File: config.mk
export PLATFORM = sky130hd
export DESIGN_NAME = clk_ratio_meter
export DESIGN_NICKNAME = d
export VERILOG_FILES = /design/src/rtl/clk_ratio_meter.sv
export SDC_FILE = /design/constraint.sdc
export NUM_CORES = 1
export LEC_CHECK = 0
export CORE_MARGIN = 2
export CORE_UTILIZATION = 25
export DETAILED_ROUTE_END_ITERATION = 10
export HOLD_SLACK_MARGIN = 0.02
export PLACE_DENSITY = 0.43
export SYNTH_ARGS = -nofsm -noshare
export SYNTH_HDL_FRONTEND = slang
export SYNTH_SLANG_ARGS = --single-unit
File: constraint.sdc
create_clock -name clk_in -period 5 [get_ports clk_in]
set_input_delay 1 -clock clk_in [delete_from_list [all_inputs] [get_ports clk_in]]
set_output_delay 1 -clock clk_in [all_outputs]
set_load 0.005 [all_outputs]
File: src/rtl/clk_ratio_meter.sv
// clk_ratio_meter: measures the period and high time of an asynchronous
// monitored clock in clk_in cycles. For each clk_mon period it reports
// whether the duty cycle is 50 % within one-cycle quantisation and whether
// the period matches the programmed divider ratio. A stuck or missing
// clk_mon raises a sticky timeout flag.
module clk_ratio_meter #(
    parameter int CNT_W       = 16,
    parameter int SYNC_STAGES = 2,
    parameter int TIMEOUT     = 65535
) (
    input  logic             clk_in,
    input  logic             rst_n,
    input  logic             en,
    input  logic             clk_mon,
    input  logic [CNT_W-1:0] expected,
    output logic             meas_valid,
    output logic [CNT_W-1:0] period,
    output logic [CNT_W-1:0] high_time,
    output logic             duty_ok,
    output logic             ratio_ok,
    output logic             timeout
);

    localparam logic [1:0] SEEK       = 2'd0;
    localparam logic [1:0] MEASURE_HI = 2'd1;
    localparam logic [1:0] MEASURE_LO = 2'd2;

    localparam logic [CNT_W-1:0] CNT_ONE = CNT_W'(1);
    localparam logic [CNT_W-1:0] CNT_MAX = '1;
    // The counter reaches TIMEOUT on the increment that follows this value.
    localparam logic [CNT_W-1:0] TO_LAST = CNT_W'(TIMEOUT - 1);

    localparam logic signed [CNT_W+1:0] DIFF_ONE = (CNT_W+2)'(1);

    logic [SYNC_STAGES-1:0] sync_q;
    logic                   mon_s;
    logic                   mon_d;
    logic                   rise;
    logic                   fall;

    logic [1:0]             state, state_nx;
    logic [CNT_W-1:0]       cnt, cnt_nx, cnt_inc;
    logic [CNT_W-1:0]       hi_cap, hi_cap_nx;
    logic                   result_ld;
    logic                   timeout_hit;

    logic signed [CNT_W+1:0] duty_diff;
    logic                    duty_nx;
    logic                    ratio_nx;

    assign mon_s = sync_q[SYNC_STAGES-1];
    assign rise  =  mon_s & ~mon_d;
    assign fall  = ~mon_s &  mon_d;

    // Synchronise clk_mon into the clk_in domain and keep one delayed copy
    // for edge detection; both edges see the same latency.
    always_ff @(posedge clk_in or negedge rst_n) begin
        if (!rst_n) begin
            sync_q <= '0;
            mon_d  <= 1'b0;
        end else begin
            // NOTE: non-blocking assignments make every flop sample the
            // pre-edge value, so the shift register really has SYNC_STAGES
            // stages instead of collapsing into one.
            sync_q <= {sync_q[SYNC_STAGES-2:0], clk_mon};
            mon_d  <= mon_s;
        end
    end

    // Next-state, counter and capture decisions for the measurement FSM.
    always_comb begin
        // NOTE: every output of this block gets a default first; a path that
        // leaves one unassigned would infer a latch.
        state_nx    = state;
        cnt_nx      = cnt;
        hi_cap_nx   = hi_cap;
        result_ld   = 1'b0;
        timeout_hit = 1'b0;
        cnt_inc     = (cnt == CNT_MAX) ? cnt : cnt + CNT_ONE;

        if (!en) begin
            state_nx = SEEK;
            cnt_nx   = '0;
        end else begin
            case (state)
                SEEK: begin
                    cnt_nx = '0;
                    if (rise) begin
                        state_nx = MEASURE_HI;
                        cnt_nx   = CNT_ONE;
                    end
                end
                MEASURE_HI: begin
                    if (fall) begin
                        hi_cap_nx = cnt;
                        state_nx  = MEASURE_LO;
                        cnt_nx    = cnt_inc;
                    end else if (cnt == TO_LAST) begin
                        timeout_hit = 1'b1;
                        state_nx    = SEEK;
                        cnt_nx      = '0;
                    end else begin
                        cnt_nx = cnt_inc;
                    end
                end
                MEASURE_LO: begin
                    if (rise) begin
                        result_ld = 1'b1;
                        state_nx  = MEASURE_HI;
                        cnt_nx    = CNT_ONE;
                    end else if (cnt == TO_LAST) begin
                        timeout_hit = 1'b1;
                        state_nx    = SEEK;
                        cnt_nx      = '0;
                    end else begin
                        cnt_nx = cnt_inc;
                    end
                end
                default: begin
                    state_nx = SEEK;
                    cnt_nx   = '0;
                end
            endcase
        end
    end

    // Duty and ratio verdicts for the period that completes this cycle;
    // the extra two bits keep 2*high_time - period from overflowing.
    always_comb begin
        duty_diff = $signed({1'b0, hi_cap, 1'b0}) - $signed({2'b00, cnt});
        duty_nx   = (duty_diff >= -DIFF_ONE) && (duty_diff <= DIFF_ONE);
        ratio_nx  = (cnt == expected);
    end

    // FSM state, running counter and captured high time.
    always_ff @(posedge clk_in or negedge rst_n) begin
        if (!rst_n) begin
            state  <= SEEK;
            cnt    <= '0;
            hi_cap <= '0;
        end else begin
            state  <= state_nx;
            cnt    <= cnt_nx;
            hi_cap <= hi_cap_nx;
        end
    end

    // Result registers: updated only on a completed period, held otherwise.
    always_ff @(posedge clk_in or negedge rst_n) begin
        if (!rst_n) begin
            meas_valid <= 1'b0;
            period     <= '0;
            high_time  <= '0;
            duty_ok    <= 1'b0;
            ratio_ok   <= 1'b0;
            timeout    <= 1'b0;
        end else begin
            meas_valid <= result_ld;
            if (result_ld) begin
                period    <= cnt;
                high_time <= hi_cap;
                duty_ok   <= duty_nx;
                ratio_ok  <= ratio_nx;
                timeout   <= 1'b0;
            end else if (timeout_hit) begin
                timeout <= 1'b1;
            end
        end
    end

endmodule

Word level (Yosys, flattened, before mapping)
Cells that the tools add are included.
- register bits: 73
- output and inout port bits: 36
- logic and storage cells: 52
- bits of input ports: 20
- bitwise operators: 4
- reduce and logical (&&, ||, !) cells: 4
- multiplexer cells: 23
- add/subtract/negate cells: 2
- equal/unequal tests: 6
- $lt $le $gt $ge: 2
- operators with widths (kind ; count):
    $mux W16 ; 5
    $pmux W16 S3 ; 1
    $eq A16 B16 Y1 const B ; 2
    $ge A18 B1 Y1 const B ; 1
    $le A18 B2 Y1 const B ; 1
    $sub A17 B16 Y18 ; 1
    $add A16 B1 Y16 const B ; 1
    $eq A16 B16 Y1 ; 1
    $mux W1 ; 10
    $mux W2 ; 5
    $pmux W2 S3 ; 1
    $ne A3 B3 Y1 const B ; 1
    $reduce_and A3 Y1 ; 1
    $and A1 B1 Y1 ; 2
    $eq A2 B1 Y1 const B ; 1
    $eq A2 B2 Y1 const B ; 1
    $logic_not A2 Y1 ; 1
    $not A1 Y1 ; 2
    $pmux W1 S2 ; 1
    $reduce_bool A2 Y1 ; 1
    $logic_and A1 B1 Y1 ; 1

Longest topological paths before layout
Gate-level depths: netlist of run 1.
- word-level depth: 7
- depth in mapped cells: 11
- mapped depth without buffers: 10

Worst setup path before layout of run 1
OpenSTA, ideal clock, no wires.
- path type: in2reg
- from: input port en
- to: register duty_ok
- required time: 4924 ps
- data arrival time: 2472 ps
- slack: 2452 ps
- setup time: 76 ps
- path buffers: 1
- stages: 9
- cells stage by stage: buf_4 > nand4b_4 > nor4_1 > nand3_1 > a2111oi_0 > nand4_1 > nor4_1 > a32oi_1 > o21ai_1
- cells in the longest elaborated chain, start to end: 1
- RTL lines (element ; line ; text):
    start, declared ; 13 ; input logic en,
    $mux W1 ; 81 ; if (!en) begin
    end signal, assigned ; 162 ; duty_ok <= duty_nx;
    end, declared ; 19 ; output logic duty_ok,
No other way between the ends.
A chain may end at the register's enable or synchronous reset.

Final worst setup path of run 1
Same ends and word-level chain as after synthesis.

==> flow_summary.toml, run 1 <==
[run_status]
outcome = "complete, no violations"

[setup_path]
ff2ff_path_depth = 9
worstSetupPathType = "input pin to flip-flop"
crit_path_cell_trace = "clkdlybuf4s50_1, nand4b_4, nor4_1, nand3_1, a2111oi_0, nand4_1, nor4_1, a32oi_1, o21ai_1"
cp_max_fo = 7
arrival_ns = 3.25
crit_slowest_cell = "clkdlybuf4s50_1"
crit_start = "en"
cp_common_cell = "nor4_1"
startpoint_type = "input pin"
crit_required_ns = 5.26
rrSetupSlack_ns = 2.17
endpoint_kind = "flip-flop"
rr_endpoint = "duty_ok"
cpPeakStageDelay_ns = 0.64
reg2reg_from = "cnt[1]"
endpoint = "duty_ok"

[hold_path]
hold_path_depth = 0
hold_path_class = "flip-flop to flip-flop"

[sta]
setup_violations = 0
fin_ws_ns = 2.02
worst_slew_pin_slew_ns = 1.06
slew_violations = 0
fmax_mhz = 335
fin_crit_sh = 0.597
clock_skew_ns = 0.00585
relSlewSlack = 0.293
setup_tns_ns = 0
period_minus_slack_ns = 2.98
rsz0062_at_grt = "false"
final_hold_viol_count = 0

[clock_tree]
cts_inserted_buffers = 9
clock_tree.root_cell = "clkbuf_16"
cts_buffer_depth = 2
cts-hold-fix-buffers = 0
post_cts_buffers = 0
htree_levels = 3
cts_tree = "yes"
path_clk_slew_ns = 0.06
clk-insertion-delay-late_ns = 0.34
numClockSinks = 73
cts_resized = 0

[cells_and_area]
fill_cells = 1697
drive_above_1_share = 0.0514
multi_input_area_sq_um = 2190
register_area_sq_um = 1830
area_growth_pct = 24.1
antenna_cells = 0
final_nets = 561

[logic_synthesis]
yosys-top-cells-area = "dfrtp_1 (43%), nand2_1 (8.0%), ha_1 (6.3%), o21ai_0 (5.2%), xnor2_1 (4.6%)"
syn_inst = 472
syn_area_per_cell_sq_um = 8.90
ys_seq_area_frac = 0.435
synth_edf_count = 0
yosys_warnings = 0
synth-seq-cells = 73
synth_area_sq_um = 4200
synthTopCellsByCount = "nand2_1 (90), dfrtp_1 (73), o21ai_0 (44), nor2_1 (34), inv_1 (24)"
synth_top_area_frac = 0.435
ys_async_sr_fraction = 1.00
synthesis.nets = 513
synth_most_common_cell = "nand2_1"
synth_top_area_cell = "dfrtp_1"
yosys_most_used_dff = "dfrtp_1"
synth.distinct_cells = 56

[placement]
pre_cts_ws_ns = 1.71
routabilityCongestion = 0.809
port_buffers = 55
hpwl_microns = 8010

[power_and_ir_drop]
p_int_mw = 1.01
p_seq_frac = 0.451
pwr-share-comb = 0.092
powerDensity_nw_per_um2 = 256
peakVddDrop_uv = 118
clock_power_share = 0.457
swShare = 0.242
power.switching_mw = 0.323
leakagePower_nw = 2.26

[floorplanning]
start_util = 0.254
ioPinCount = 56
die_x_microns = 134
die_h_microns = 134
fp-row-count = 47
die_area_sq_um = 17900
coreArea_sq_um = 16500

[drt]
finalWirelength_microns = 10900
drcViolationCount = 0
drt-initial-drc-count = 95
routedWlPerCell_microns = 14.6
wl_met3_microns = 199
drt-met1-wl_microns = 5280
top_layer = "met4"
ant_nets = 0
viasPerCell = 4.57
firstDrtPassIters = 4
num_vias = 3406
routed-wl-met2_microns = 5210

[grt]
grt_pass1_vias = 3525
grt_max_degree = 74
grt_util_all_layers = 0.129
grt_overflow = 0
antenna_found_initial = 0
grt_pass1_wl_microns = 18100

[job]
cap_viol_max_count = 0
cell families after synthesis:
logic type,share of synthesized area
simple gates,0.216
compound gates,0.150
flops,0.435
buf+inv,0.0447
xor+xnor,0.0876
fa+ha+maj,0.0626
mux,0.00477
per-stage QoR:
stage               total power [mW]   util  hold slack [ns]  cell area, sq um  std cells
global placement               0.735  0.299            0.334              4940        729
finish                          1.33  0.315            0.349              5210        745
global route                    1.39  0.315            0.354              5210        745
CTS                             1.35  0.315            0.350              5210        745
detailed placement             0.735  0.299            0.337              4940        729
floorplan                      0.691      -            0.331              4200        472
placed cells by master, fill, tap and decap left out, types with 15 or more instances in the layout:
cell type	synthesis	final
inv_1	24	24
xnor2_1	22	22
nand2_1	90	90
o21ai_0	44	44
a21oi_1	15	15
nor2_1	34	34
clkdlybuf4s50_1	0	54
dfrtp_1	73	73
xor2_1	20	20
ha_1	21	21
state kept, by name, indices dropped and copies added, names as in the netlist:
| name | flops |
|---|---|
| meas_valid | 1 |
| sync_q | 2 |
| ratio_ok | 1 |
| cnt | 16 |
| mon_d | 1 |
| state | 2 |
| period | 16 |
| duty_ok | 1 |
| high_time | 16 |
| hi_cap | 16 |
| timeout | 1 |
layout make-up:
cell class	count	area share
Tap cell	220	0.0528
Clock inverter	3	0.00288
Clock buffer	13	0.0499
Multi-Input combinational cell	355	0.419
Timing Repair Buffer	56	0.107
Inverter	25	0.0180
Sequential cell	73	0.350
worst max-delay path, delay by kind of cell:
kind                   cells  cell delay, ns
AOI/OAI and AO/OA          3            0.74
and+or+nand+nor            5            0.86
buffers and inverters      1            0.64
power groups by stage:
stage,sequential (mW),clock [mW],combinational (mW)
6_report,0.601,0.610,0.123
5_1_grt,0.602,0.650,0.137
4_1_cts,0.601,0.628,0.123
3_5_place_dp,0.612,0,0.123
3_3_place_gp,0.612,0,0.123
2_1_floorplan,0.608,0,0.0829
per-layer routing:
metal	global-route usage	vias up
li1	-	1721
met2	0.209	42
met5	0	-
met1	0.173	1632
met3	0.0167	11
met4	0.0532	0
how the worst min path moves through the flow:
stage               from         to  slack, ns
6_report       sync_q[0]  sync_q[1]       0.35
5_1_grt        sync_q[0]  sync_q[1]       0.35
4_1_cts        sync_q[0]  sync_q[1]       0.35
3_5_place_dp   sync_q[0]  sync_q[1]       0.34
3_3_place_gp   sync_q[0]  sync_q[1]       0.33
2_1_floorplan  sync_q[0]  sync_q[1]       0.33
(Power assumes the default switching activity.)
==> run 2, diff against run 1 <==
- clock period: 5 -> 2.8 ns (I/O delays scaled with it)
==> run 2 against run 1 <==
Count of clock-buffer cells in the layout fell by 1; critical path depth did not move; sequential power rose by 78%; total power rose by 89%; global-route usage rose by 0.52 points; highest routed layer unchanged; clock skew rose by 0.0013 ns; via count rose by 2.1%; worst hold slack improved by 0.0010 ns; die area did not move; wire length rose by 3.7%; worst setup slack got worse by 1.8 ns; largest power group unchanged; combinational power rose by 89%; critical endpoint unchanged.
==> flow_summary.toml, run 2 (same netlist as run 1, synthesis figures left out) <==
[setup_path]
cp_max_fo = 7
startpoint_type = "flip-flop"
crit_required_ns = 3.06
ff2ff_path_depth = 9
reg2reg_from = "cnt[2]"
endpoint_kind = "flip-flop"
rrSetupSlack_ns = 0.17
rr_endpoint = "duty_ok"
worstSetupPathType = "flip-flop to flip-flop"
arrival_ns = 2.89

[grt]
grt_pass1_wl_microns = 18800
grt_pass1_vias = 3544
grt_max_degree = 74
grt_util_all_layers = 0.134
antenna_found_initial = 0
grt_overflow = 0

[hold_path]
hold_path_depth = 0
min_to = "sync_q[1]"
worstHoldStart = "sync_q[0]"
hold_path_class = "flip-flop to flip-flop"

[floorplanning]
die_area_sq_um = 17900
fp-row-count = 47
ioPinCount = 56
start_util = 0.254
die_x_microns = 134
coreArea_sq_um = 16500
die_h_microns = 134

[sta]
slew_violations = 0
setup_tns_ns = 0
worst_slew_pin_slew_ns = 0.963
clock_skew_ns = 0.00720
rsz0062_at_grt = "false"
period_minus_slack_ns = 2.63
setup_violations = 0
final_hold_viol_count = 0
relSlewSlack = 0.358
fmax_mhz = 380
fin_crit_sh = 0.939

[power_and_ir_drop]
p_total_mw = 2.52
leakagePower_nw = 2.34
powerDensity_nw_per_um2 = 468
peakVddDrop_uv = 252

[clock_tree]
cts_inserted_buffers = 9
clk-insertion-delay-late_ns = 0.34
post_cts_buffers = 0
clock_tree.root_cell = "clkbuf_16"
path_clk_slew_ns = 0.06
numClockSinks = 73
htree_levels = 3
cts_buffer_depth = 2
cts_tree = "yes"

[drt]
drt-initial-drc-count = 152
drcViolationCount = 0
num_vias = 3479
firstDrtPassIters = 4
viasPerCell = 4.58
finalWirelength_microns = 11300
routedWlPerCell_microns = 14.8
ant_nets = 0

[cells_and_area]
final_cell_mix = "nand2_1 (90), dfrtp_1 (72), clkdlybuf4s50_1 (54)"
antenna_cells = 0
final_common_cell = "nand2_1"
final_nets = 576
stdcell_count = 760
multi_input_area_sq_um = 2210
drive_above_1_share = 0.0889
area_growth_pct = 28.3
fill_cells = 1701
register_area_sq_um = 1830

[placement]
routabilityCongestion = 0.844
port_buffers = 55
hpwl_microns = 8350
dp.cells = 744

[run_status]
outcome = "complete, no violations"

[job]
cap_viol_max_count = 0
==> run 2: area by class of cell <==
| cell class | count | share of cell area |
|---|---|---|
| multi-input combinational | 355 | 0.410 |
| timing repair buffer | 71 | 0.124 |
| tap | 220 | 0.0511 |
| clock inverter | 4 | 0.00929 |
| sequential | 73 | 0.339 |
| inverter | 25 | 0.0174 |
| clock buffer | 12 | 0.0494 |
==> run 2: where the power goes <==
group	total [mW]	internal (mW)	switching, mW
logic	0.232	0.105	0.127
clock network	1.22	0.761	0.459
registers	1.07	1.06	0.00851
total	2.52	1.93	0.595
==> run 2: how the worst max path moves through the flow <==
stage | depth (start not counted) | start | endpoint
3_5_place_dp | 9 | en | duty_ok
5_1_grt | 10 | cnt[8] | duty_ok
3_3_place_gp | 9 | en | duty_ok
6_report | 9 | cnt[2] | duty_ok
4_1_cts | 9 | cnt[2] | duty_ok
2_1_floorplan | 9 | cnt[1] | duty_ok
==> run 2: per-stage QoR <==
step	worst slack [ns]	utilization	cell area, sq um	hold WS [ns]
6_report	0.170	0.326	5390	0.350
5_1_grt	0.00703	0.326	5390	0.354
4_1_cts	0.122	0.325	5370	0.352
3_5_place_dp	0.0806	0.306	5050	0.339
3_3_place_gp	0.0335	0.306	5050	0.332
2_1_floorplan	0.282	-	4200	0.264
==> run 2: per-layer routing <==
layer,track usage,routed length [microns]
met1,0.186,5580
met2,0.208,5170
met3,0.0278,369
met4,0.0426,152
met5,0,0
==> run 2: what timing repair did <==
item / CTS / global route
resized for setup: 0 / 6
hold buffers: 0 / 0
endpoints found under the setup margin: 0 / 1
endpoints found under the hold margin: 0 / 0
==> run 2: critical path, stage by stage, from the launching register on <==
cell and delay [ns]:
dfrtp_2 0.41, inv_1 0.10, ha_1 0.38, o21a_1 0.21
o31a_4 0.13, or4_4 0.50, a2111oi_4 0.35, o2111a_1 0.24
nand4_1 0.10, o21ai_1 0.13
==> run 3, diff against run 2 <==
--- a/config.mk
+++ b/config.mk
@@ -8,4 +8,5 @@
 export CORE_MARGIN = 2
 export CORE_UTILIZATION = 25
+export CTS_CLUSTER_SIZE = 25
 export DETAILED_ROUTE_END_ITERATION = 10
 export HOLD_SLACK_MARGIN = 0.02
==> constraint.sdc (replaced) <==
create_clock -name clk_in -period 2.8 [get_ports clk_in]
set_input_delay 0.28 -clock clk_in [delete_from_list [all_inputs] [get_ports clk_in]]
set_output_delay 0.28 -clock clk_in [all_outputs]
set_load 0.005 [all_outputs]
==> run 3 against run 2 <==
Sequential power hardly changed; final area grew 0.33%; worst setup slack better by 0.019 ns; maximum frequency up 0.74%; highest routed layer unchanged.
==> flow_summary.toml, run 3 (same netlist as run 1, synthesis figures left out) <==
[run_status]
outcome = "complete, no violations"

[setup_path]
arrival_ns = 2.87
critical_path_buf_inv_count = 1
cpPeakStageDelay_ns = 0.50
path_delay_family = "compound AO/OA/AOI/OAI gates"
crit_slowest_cell = "or4_4"
cp_max_fo = 7
startpoint_type = "flip-flop"
crit_required_ns = 3.06
reg2reg_from = "cnt[2]"
crit_cells = 9
endpoint_kind = "flip-flop"
crit_path_cell_trace = "inv_1, ha_1, o21a_1, o31a_4, or4_4, a2111oi_4, o2111a_1, nand4_1, o21ai_1"
worstSetupPathType = "flip-flop to flip-flop"
crit_start = "cnt[2]"
ff2ff_path_depth = 9

[clock_tree]
clock_tree.root_cell = "clkbuf_16"
cts_inserted_buffers = 9
post_cts_buffers = 0
cts-hold-fix-buffers = 0
cts_buffer_depth = 2
clk-insertion-delay-late_ns = 0.33
numClockSinks = 73
cts_resized = 0
cts_tree = "yes"
path_clk_slew_ns = 0.06
htree_levels = 3

[drt]
finalWirelength_microns = 11400
num_vias = 3530
routedWlPerCell_microns = 14.9
drt-initial-drc-count = 195
drcViolationCount = 0
viasPerCell = 4.63
ant_nets = 0
firstDrtPassIters = 4

[floorplanning]
start_util = 0.254
die_x_microns = 134
die_h_microns = 134
ioPinCount = 56
fp-row-count = 47
die_area_sq_um = 17900
coreArea_sq_um = 16500

[cells_and_area]
fill_cells = 1717
final_nets = 578
drive_above_1_share = 0.0867
final_common_cell = "nand2_1"
stdcell_count = 762
area_growth_pct = 28.7
final_cell_mix = "nand2_1 (90), dfrtp_1 (72), clkdlybuf4s50_1 (54)"
antenna_cells = 0
post-route-util = 0.327

[sta]
relSlewSlack = 0.358
setup_violations = 0
setup_tns_ns = 0
slew_violations = 0
period_minus_slack_ns = 2.61
fmax_mhz = 383
final_hold_viol_count = 0
fin_crit_sh = 0.932
worst_slew_pin_slew_ns = 0.963
clock_skew_ns = 0.00643
rsz0062_at_grt = "false"

[placement]
port_buffers = 55
hpwl_microns = 8410
routabilityCongestion = 0.818
dp.cells = 746

[grt]
grt_util_all_layers = 0.133
antenna_found_initial = 0
grt_pass1_vias = 3536
grt_overflow = 0
grt_pass1_wl_microns = 18600
grt_max_degree = 74

[power_and_ir_drop]
leakagePower_nw = 2.36
powerDensity_nw_per_um2 = 478
peakVddDrop_uv = 225

[job]
cap_viol_max_count = 0

[hold_path]
hold_path_class = "input pin to async pin"
[run 3: changes by cell type in the layout (fill, tap and decap cells not counted)]
cell / previous run / this run
buf_4: 17 / 19
ha_1: 19 / 21
ha_2: 2 / 0
a2111oi_0: 0 / 1
a2111oi_2: 1 / 0
bufinv_16: 1 / 2
clkbuf_8: 3 / 2
clkinv_2: 1 / 2
clkinvlp_4: 2 / 1
[run 3: layout make-up]
class	instances	area (sq um)	area share
clock inverters	5	77.6	0.0143
repair buffers	73	683	0.126
clock buffers	11	253	0.0467
multi-input cells	355	2200	0.406
well taps	220	275	0.0509
inverters	25	93.8	0.0174
flip-flops and latches	73	1830	0.338
[run 3: power breakdown]
group	total, mW	switching, mW	leakage (nW)	internal [mW]
sequential	1.07	0.00916	1.01	1.06
clock	1.28	0.458	0.162	0.826
combinational	0.230	0.125	1.19	0.105
[run 3: worst paths after layout]
kind | end | slack (ns)
setup / recovery | duty_ok | 0.19
min in group clk_in | sync_q[1] | 0.35
hold reg to reg | sync_q[1] | 0.35
hold / removal | high_time[11] | 0.08
setup reg to reg | duty_ok | 0.19
max in group asynchronous | cnt[2] | 2.01
[run 3: metrics by stage]
stage               setup slack (ns)  hold WS, ns  cell area (sq um)  power, mW
finish                         0.189       0.0816               5410       2.59
floorplan                      0.282      -0.0156               4200       1.23
CTS                            0.106        0.143               5400       2.63
detailed placement             0.139        0.336               5060       1.32
global placement               0.218        0.334               5060       1.32
global route                  0.0188        0.157               5410       2.69
[run 3: layer usage]
metal  GRT usage  routed length, microns
met5           0                       0
met4      0.0443                     108
met3      0.0205                     368
met2       0.213                    5430
met1       0.183                    5470
